**config.mk**
```make
export PLATFORM = sky130hd
export DESIGN_NAME = fish_level_sequencer
export DESIGN_NICKNAME = d
export VERILOG_FILES = /design/src/rtl/fish_pkg.sv /design/src/rtl/fish_lfsr8.sv /design/src/rtl/fish_level_sequencer.sv
export SDC_FILE = /design/constraint.sdc
export NUM_CORES = 1
export LEC_CHECK = 0
export BUFFER_PORTS_ARGS = -buffer_cell sky130_fd_sc_hd__buf_4
export CAP_MARGIN = 20
export CORE_MARGIN = 2
export CORE_UTILIZATION = 39
export CTS_BUF_LIST = sky130_fd_sc_hd__clkbuf_4
export DETAILED_ROUTE_END_ITERATION = 10
export HOLD_SLACK_MARGIN = 0.12
export RECOVER_POWER = 25
export SYNTH_ARGS = -nofsm -noshare
export SYNTH_HDL_FRONTEND = slang
export SYNTH_SLANG_ARGS = --single-unit
```
**constraint.sdc**
```tcl
create_clock -name clk -period 2.1 [get_ports clk]
set_clock_uncertainty 0.1 [all_clocks]
set_input_delay 0.105 -clock clk [delete_from_list [all_inputs] [get_ports clk]]
set_output_delay 0.105 -clock clk [all_outputs]
set_load 0.02 [all_outputs]
```
**src/rtl/fish_pkg.sv**
```systemverilog
// Shared definitions for the fishing game: phase codes, level count and LFSR constants.
// The pixel datapath imports the same phase codes.
package fish_pkg;

  typedef enum logic [2:0] {
    PH_IDLE = 3'd0,
    PH_WAIT = 3'd1,
    PH_SWIM = 3'd2,
    PH_REEL = 3'd3,
    PH_WIN  = 3'd4,
    PH_LOSE = 3'd5
  } phase_e;

  localparam int         NUM_LEVELS_DEF = 4;
  localparam logic [7:0] LFSR_SEED      = 8'hA5;
  // x^8+x^6+x^5+x^4+1 -> feedback from bits 7,5,4,3
  localparam logic [7:0] LFSR_TAPS      = 8'hB8;

endpackage

```
**src/rtl/fish_lfsr8.sv**
```systemverilog
// Free-running 8-bit Fibonacci LFSR; seeded non-zero on reset so it never locks up.
module fish_lfsr8
  import fish_pkg::*;
(
  input  logic       clk,
  input  logic       rst,
  output logic [7:0] q
);

  always_ff @(posedge clk or posedge rst) begin
    if (rst) q <= LFSR_SEED;
    else     q <= {q[6:0], ^(q & LFSR_TAPS)};
  end

endmodule

```
**src/rtl/fish_level_sequencer.sv**
```systemverilog
// Game-flow scheduler: level sequencing, randomised spawn delay, hook/reel/escape, score and misses.
// Optional reel timeout is enabled by defining FISH_SEQ_TIMEOUT_EN.
module fish_level_sequencer
  import fish_pkg::*;
#(
  parameter int NUM_LEVELS     = NUM_LEVELS_DEF,
  parameter int SPAWN_MIN      = 30,
  parameter int SPAWN_MASK     = 63,
  parameter int TIMEOUT_FRAMES = 600,
  parameter int SCORE_W        = 8
) (
  input  logic               clk,
  input  logic               rst,
  input  logic               tick,
  input  logic               start,
  input  logic               hook_hit,
  input  logic               fish_surfaced,
  input  logic               fish_offscreen,
  output logic [2:0]         phase,
  output logic [1:0]         level,
  output logic               spawn,
  output logic [2:0]         fish_speed,
  output logic [SCORE_W-1:0] score,
  output logic [1:0]         misses
);

  localparam int DLY_MAX = SPAWN_MIN + SPAWN_MASK;
  localparam int DLY_W   = (DLY_MAX < 2) ? 1 : $clog2(DLY_MAX + 1);

  phase_e             st, st_n;
  logic [1:0]         level_n, misses_n;
  logic [SCORE_W-1:0] score_n;
  logic [DLY_W-1:0]   dly, dly_n, dly_load;
  logic [SCORE_W:0]   score_sum;
  logic [7:0]         lfsr;
  logic               start_q, start_edge, spawn_go, do_miss, last_lvl;

`ifdef FISH_SEQ_TIMEOUT_EN
  localparam int TMR_W = (TIMEOUT_FRAMES < 2) ? 1 : $clog2(TIMEOUT_FRAMES + 1);
  logic [TMR_W-1:0] tmr, tmr_n;
`endif

  fish_lfsr8 u_lfsr (.clk(clk), .rst(rst), .q(lfsr));

  assign start_edge = tick & start & ~start_q;
  assign dly_load   = DLY_W'(SPAWN_MIN + (int'(lfsr) & SPAWN_MASK));
  assign score_sum  = {1'b0, score} + (SCORE_W+1)'({1'b0, level}) + (SCORE_W+1)'(1);
  assign last_lvl   = (level == 2'(NUM_LEVELS - 1));
  assign phase      = st;
  assign fish_speed = {1'b0, level} + 3'd1;

  // Every next-state term is gated by tick, so the registers below only move on frame ticks.
  always_comb begin
    st_n     = st;
    level_n  = level;
    score_n  = score;
    misses_n = misses;
    dly_n    = dly;
    spawn_go = 1'b0;
    do_miss  = 1'b0;
`ifdef FISH_SEQ_TIMEOUT_EN
    tmr_n    = tmr;
`endif
    if (tick) begin
      case (st)
        PH_IDLE: if (start_edge) begin
          level_n  = '0;
          score_n  = '0;
          misses_n = '0;
          dly_n    = dly_load;
          st_n     = PH_WAIT;
        end
        PH_WAIT: begin
          if (dly == '0) begin
            st_n     = PH_SWIM;
            spawn_go = 1'b1;
          end else begin
            dly_n = dly - DLY_W'(1);
          end
        end
        PH_SWIM: begin
          if (hook_hit) begin
            st_n = PH_REEL;
`ifdef FISH_SEQ_TIMEOUT_EN
            tmr_n = '0;
`endif
          end else if (fish_offscreen) begin
            do_miss = 1'b1;
          end
        end
        PH_REEL: begin
          if (fish_surfaced) begin
            score_n = score_sum[SCORE_W] ? '1 : score_sum[SCORE_W-1:0];
            if (last_lvl) begin
              st_n = PH_WIN;
            end else begin
              level_n = level + 2'd1;
              dly_n   = dly_load;
              st_n    = PH_WAIT;
            end
          end
`ifdef FISH_SEQ_TIMEOUT_EN
          else if (tmr == TMR_W'(TIMEOUT_FRAMES - 1)) do_miss = 1'b1;
          else tmr_n = tmr + TMR_W'(1);
`endif
        end
        PH_WIN, PH_LOSE: if (start_edge) st_n = PH_IDLE;
        default: st_n = PH_IDLE;
      endcase
      if (do_miss) begin
        misses_n = misses + 2'd1;
        if (misses_n == 2'd3) begin
          st_n = PH_LOSE;
        end else begin
          dly_n = dly_load;
          st_n  = PH_WAIT;
        end
      end
    end
  end

  always_ff @(posedge clk or posedge rst) begin
    if (rst) st <= PH_IDLE;
    else     st <= st_n;
  end

  always_ff @(posedge clk or posedge rst) begin
    if (rst) begin
      level   <= '0;
      score   <= '0;
      misses  <= '0;
      dly     <= '0;
      spawn   <= 1'b0;
      start_q <= 1'b0;
`ifdef FISH_SEQ_TIMEOUT_EN
      tmr     <= '0;
`endif
    end else begin
      level  <= level_n;
      score  <= score_n;
      misses <= misses_n;
      dly    <= dly_n;
      spawn  <= spawn_go;
      if (tick) start_q <= start;
`ifdef FISH_SEQ_TIMEOUT_EN
      tmr    <= tmr_n;
`endif
    end
  end

endmodule
```
After elaboration in Yosys (flattened, before gate mapping)
Index checks and enable logic that the tools add are counted.
{"block": "word_totals", "regBits": 32, "latchBits": 0, "mem_bits_rw": 0, "mem_bits_ro": 0, "inputBits": 7, "out_inout_bits": 19, "elab_cells": 77, "n_memories": 0}
{"block": "op_classes", "addsub": 7, "mul": 0, "div": 0, "magnitude_cmp": 0, "eq_ne": 15, "shift": 0, "muxes": 33, "bitwise_logic": 3, "reduce_logical": 11}
{"operator": "7-bit two-way mux", "n": 6}
{"operator": "3-bit two-way mux", "n": 8}
{"operator": "8-bit two-way mux", "n": 3}
{"operator": "7-bit one-hot mux with 3 select lines", "n": 1}
{"operator": "8-bit one-hot mux with 2 select lines", "n": 1}
{"operator": "3-bit != test (second input constant)", "n": 5}
{"operator": "3-bit one-hot mux with 5 select lines", "n": 1}
{"operator": "2-bit two-way mux", "n": 5}
{"operator": "8-bit by 2-bit adder with 9-bit output", "n": 1}
{"operator": "9-bit by 1-bit adder with 9-bit output (second input constant)", "n": 1}
{"operator": "8-bit parity", "n": 1}
{"operator": "5-bit by 6-bit adder with 7-bit output (first input constant)", "n": 1}
{"operator": "7-bit logical NOT", "n": 1}
{"operator": "1-bit two-way mux", "n": 7}
{"operator": "7-bit by 1-bit subtractor with 7-bit output (second input constant)", "n": 1}
{"operator": "3-bit by 2-bit equality test with 1-bit output (second input constant)", "n": 2}
{"operator": "3-bit equality test (second input constant)", "n": 2}
{"operator": "2-bit != test (second input constant)", "n": 3}
{"operator": "6-bit AND reduction", "n": 1}
{"operator": "2-bit nonzero test", "n": 3}
{"operator": "5-bit AND reduction", "n": 1}
{"operator": "2-bit by 1-bit adder with 2-bit output (second input constant)", "n": 2}
{"operator": "2-bit equality test (second input constant)", "n": 2}
{"operator": "2-bit one-hot mux with 2 select lines", "n": 1}
{"operator": "other kinds (8)", "n": 9}

Longest topological paths before layout
{"block": "depth", "depth_word": 6, "mapped_depth": 7, "depth_no_buf": 7}

Hierarchy
From an unflattened synthesis, not the netlist that was laid out.
{"block": "unflattened", "hier_cells": 202, "area_unflattened_um2": 1881.8}
{"mod": "fish_level_sequencer", "instances": 1, "cells_per_inst": 190, "area_per_inst_um2": 1646.6, "seq_area_each_um2": 600.6}
{"mod": "fish_lfsr8", "instances": 1, "cells_per_inst": 12, "area_per_inst_um2": 235.2, "seq_area_each_um2": 205.2}

Worst setup path after synthesis
OpenSTA, ideal clock, no wires.
{"block": "synth_timing", "kind": "reg2reg", "from": "register level[0]", "to": "register score[1]", "setup_ns": 0.083, "arrival_ns": 2.015, "required_time_ns": 1.917, "setup_slack_ns": -0.097, "stages_incl_launch_ff": 8, "n_path_buf": 0, "synth_period_minus_slack_ns": 2.197, "cell_sequence": "dfrtp_1 > inv_1 > ha_1 > fa_1 > and4b_1 > nand4_1 > a21o_1 > o21ai_0"}
{"block": "synth_between", "elab_chain_cells": 5}
{"item": "from (decl)", "line": "fish_level_sequencer.sv:20", "source": "output logic [1:0] level,"}
{"item": "from (signal assigned)", "line": "fish_level_sequencer.sv:139", "source": "level <= level_n;"}
{"item": "8-bit by 2-bit adder with 9-bit output", "line": "fish_level_sequencer.sv:47", "source": "assign score_sum = {1'b0, score} + (SCORE_W+1)'({1'b0, level}) + (SCORE_W+1)'(1);"}
{"item": "9-bit by 1-bit adder with 9-bit output", "line": "fish_level_sequencer.sv:47"}
{"item": "8-bit two-way mux", "line": "fish_level_sequencer.sv:93", "source": "score_n = score_sum[SCORE_W] ? '1 : score_sum[SCORE_W-1:0];"}
{"item": "8-bit two-way mux", "line": "fish_level_sequencer.sv:92", "source": "if (fish_surfaced) begin"}
{"item": "8-bit one-hot mux with 2 select lines", "line": "fish_level_sequencer.sv:65", "source": "case (st)"}
{"item": "to (signal assigned)", "line": "fish_level_sequencer.sv:140", "source": "score <= score_n;"}
{"item": "to (decl)", "line": "fish_level_sequencer.sv:23", "source": "output logic [SCORE_W-1:0] score,"}
No other way between the ends. The select of a mux whose other input is x is not followed.
A chain may end at the register's enable or synchronous reset.

Final worst setup path
{"block": "layout_timing", "from": "register dly[1]", "to": "register st[0] (netlist: phase[0])"}
{"block": "layout_between", "elab_chain_cells": 3}
{"item": "from (decl)", "line": "fish_level_sequencer.sv:33", "source": "logic [DLY_W-1:0] dly, dly_n, dly_load;"}
{"item": "from (signal assigned)", "line": "fish_level_sequencer.sv:142", "source": "dly <= dly_n;"}
{"item": "7-bit logical NOT", "line": "fish_level_sequencer.sv:74", "source": "if (dly == '0) begin"}
{"item": "3-bit != test (no line)"}
{"item": "6-bit AND reduction (no line)"}
{"item": "to (signal assigned)", "line": "fish_level_sequencer.sv:124", "source": "else st <= st_n;"}
{"item": "to (decl)", "line": "fish_level_sequencer.sv:30", "source": "phase_e st, st_n;"}
No other way between the ends.

==> results.sh <==
export IMPL_grt_pass1_wl_mm=8.21
export IMPL_yosys_warnings=0
export IMPL_slowest_stage="or4b_4"
export IMPL_hold_viol=0
export IMPL_cts_htree_levels=2
export IMPL_firstDrtPassIters=4
export IMPL_syn_area_mm2=0.00201
export IMPL_die_area_mm2=0.00573
export IMPL_syn_num_nets=228
export IMPL_yosysSeqAreaShare=0.402
export IMPL_synthSimpleGateAreaFrac=0.203
export IMPL_fmax_ghz=0.481
export IMPL_clk_latency_ns=0.33
export IMPL_row_count=26
export IMPL_syn_area_per_cell_um2=9.51
export IMPL_cts_tree="done"
export IMPL_required_ns=2.22
export IMPL_synthXorXnorAreaFrac=0.0218
export IMPL_area_growth_pct=28.0
export IMPL_synth_top_family_by_area="compound AO/OA/AOI/OAI gates"
export IMPL_netlist_area_leader_share=0.349
export IMPL_hpwl_mm=3.56
export IMPL_die_width_um=75.7
export IMPL_rsz0062_at_grt="true"
export IMPL_io_pin_count=26
export IMPL_fp_dieH_um=75.7
export IMPL_path_delay_family="simple AND/OR/NAND/NOR gates"
export IMPL_leakagePower_nw=1.13
export IMPL_p_per_area_mw_per_mm2=1200
export IMPL_fin_crit_ns=2.08
export IMPL_antenna_left=0
export IMPL_grt_pass1_vias=1671
export IMPL_crit_buf_inv=1
export IMPL_status="finished clean"
export IMPL_diodes=0
export IMPL_critPathKind="flop to flop"
export IMPL_synthMuxAreaShare=0.0168
export IMPL_setup_ws_ns=0.0211
export IMPL_synth_adder_area_share=0.0661
export IMPL_post_route_util=0.509
export IMPL_overflow=0
export IMPL_drt_initial_drc_count=85
export IMPL_dominantRegCellSynth="dfrtp_1"
export IMPL_holdCritPathClass="input port to flop"
export IMPL_setup_violations=0
export IMPL_yosys_area_top_type="dfrtp_1"
export IMPL_cts_clk_slew_worst_paths_ns=0.11
export IMPL_relSlewSlack=0.462
export IMPL_synthDistinctLibCells=57
export IMPL_synth_compound_area_frac=0.236
export IMPL_grt_max_degree=33
export IMPL_max_vdd_ir_drop_mv=0.507
export IMPL_routedWlPerCell_um=14.6
export IMPL_synth_most_common_cell="dfrtp_1"
export IMPL_clock_path_buffers=2
export IMPL_crit_path_max_incr_delay_ns=0.47
export IMPL_synth_commonest_cells="dfrtp_1 (28), inv_1 (21), o21ai_0 (15)"
export IMPL_via_per_inst=5.36
export IMPL_synth_async_reset_ratio=1.00
export IMPL_gp_congestion=0.861
export IMPL_cts_root_buffer="clkbuf_4"
export IMPL_critPathMaxFanout=4
export IMPL_synth_edff_count=0
export IMPL_synth_ff_latch_count=32
export IMPL_cp_arrival_ns=2.20
export IMPL_postSynthCellCount=211
export IMPL_dp_slack_ns=0.0270
export IMPL_routed_wl_mm=4.92
export IMPL_drive_gt1_frac=0.296
export IMPL_track_usage=0.189
export IMPL_tightest_slew_ns=0.808
export IMPL_crit_chain="inv_2, ha_4, or4b_4, or2_4, o311a_1, o22a_1"
export IMPL_nNetsFinal=283
export IMPL_drv_cap=0
export IMPL_core_area_mm2=0.00504
export IMPL_end_kind="flop"
export IMPL_clock_sinks=32
export IMPL_final_setup_tns_ns=0
export IMPL_vias=1806
export IMPL_port_buffer_count=25
export IMPL_post_route_period_util=0.990
export IMPL_slew_viol_final=0
export IMPL_drc=0
export IMPL_initial_core_util=0.398
export IMPL_synth_area_leaders="dfrtp_1 (35%), ha_1 (5.6%), dfstp_2 (5.2%)"
export IMPL_cp_start_kind="flop"
export IMPL_grt_antenna_before_repair=0
export IMPL_cts_made_buffers=5
cells by family after synthesis:
group | count (synthesis)
compound gates | 67
xor+xnor | 5
fa+ha+maj | 10
buf+inv | 28
flops | 32
mux | 3
simple gates | 66
worst reg2reg max path: cells and delay by family, from the launching register on:
family          cells  cell delay, ns
compound gates      2            0.48
fa+ha+maj           1            0.13
buf+inv             1            0.09
flops               1            0.41
simple gates        2            0.76
report_power, final:
part / internal, W / switching [W]
Sequential: 0.000763 / 0.000173
Clock: 0.000137 / 0.000216
Combinational: 0.000850 / 0.000936
through the flow:
stage	total power [W]	area (um2)	hold WS [ns]	cells
global route	0.00332	2570	0.211	337
finish	0.00308	2570	0.139	337
CTS	0.00304	2540	0.131	337
global placement	0.00265	2450	0.128	325
floorplan	0.00195	2010	0.118	211
detailed placement	0.00265	2450	0.130	325
placed cells by master, fill, tap and decap left out, types with 4 or more instances in the layout:
cell,n
buf_4,49
dfrtp_1,27
inv_1,18
o21ai_0,14
nor2_1,8
ha_1,8
clkbuf_4,8
a21oi_1,7
o211ai_1,7
nand3_1,6
nor3_1,6
nand2b_1,5
nand2_1,5
o221ai_1,5
a21o_1,5
nor3b_1,4
a31oi_1,4
a22o_1,4
dfstp_2,4
timing repair:
action	4_1_cts	5_1_grt
gates resized for setup	0	9
hold endpoints to repair	34	0
endpoints found under the setup margin	1	8
buffers inserted	1	0
hold buffers	3	0
pin swaps	0	2
path summary, 6_finish.rpt:
| kind | start | endpoint | slack (ns) | cells after the start |
|---|---|---|---|---|
| worst max-delay path | dly[1] | phase[0] | 0.02 | 6 |
| worst min-delay path | fish_surfaced | level[1] | 0.14 | 4 |
| worst max register to register | dly[1] | phase[0] | 0.02 | 6 |
| worst min register to register | u_lfsr.q[6] | u_lfsr.q[7] | 0.26 | 0 |
| max in group asynchronous | rst | level[0] | 0.89 | 4 |
| min in group asynchronous | rst | dly[2] | 0.45 | 4 |
flip-flops by register name (all words and copies together), names as in the netlist:
signal	flops
u_lfsr.q	8
phase	3
start_q	1
level	2
misses	2
dly	7
spawn	1
score	8
layout make-up:
type                            count  area (um2)
Clock inverter                      2        7.51
Timing Repair Buffer               55         418
Fill cell                         498        2470
Tap cell                           70        87.6
Clock buffer                        6        45.0
Inverter                           21        78.8
Sequential cell                    32         807
Multi-Input combinational cell    151        1120
routing by layer:
metal / up-vias / global-route usage / part of all wire
met5: - / 0 / 0
met2: 31 / 0.268 / 0.44
li1: 906 / - / -
met3: 5 / 0.0317 / 0.032
met1: 864 / 0.294 / 0.52
met4: 0 / 0.0526 / 0.013
No activity file was read; power rests on OpenSTA's default activity.
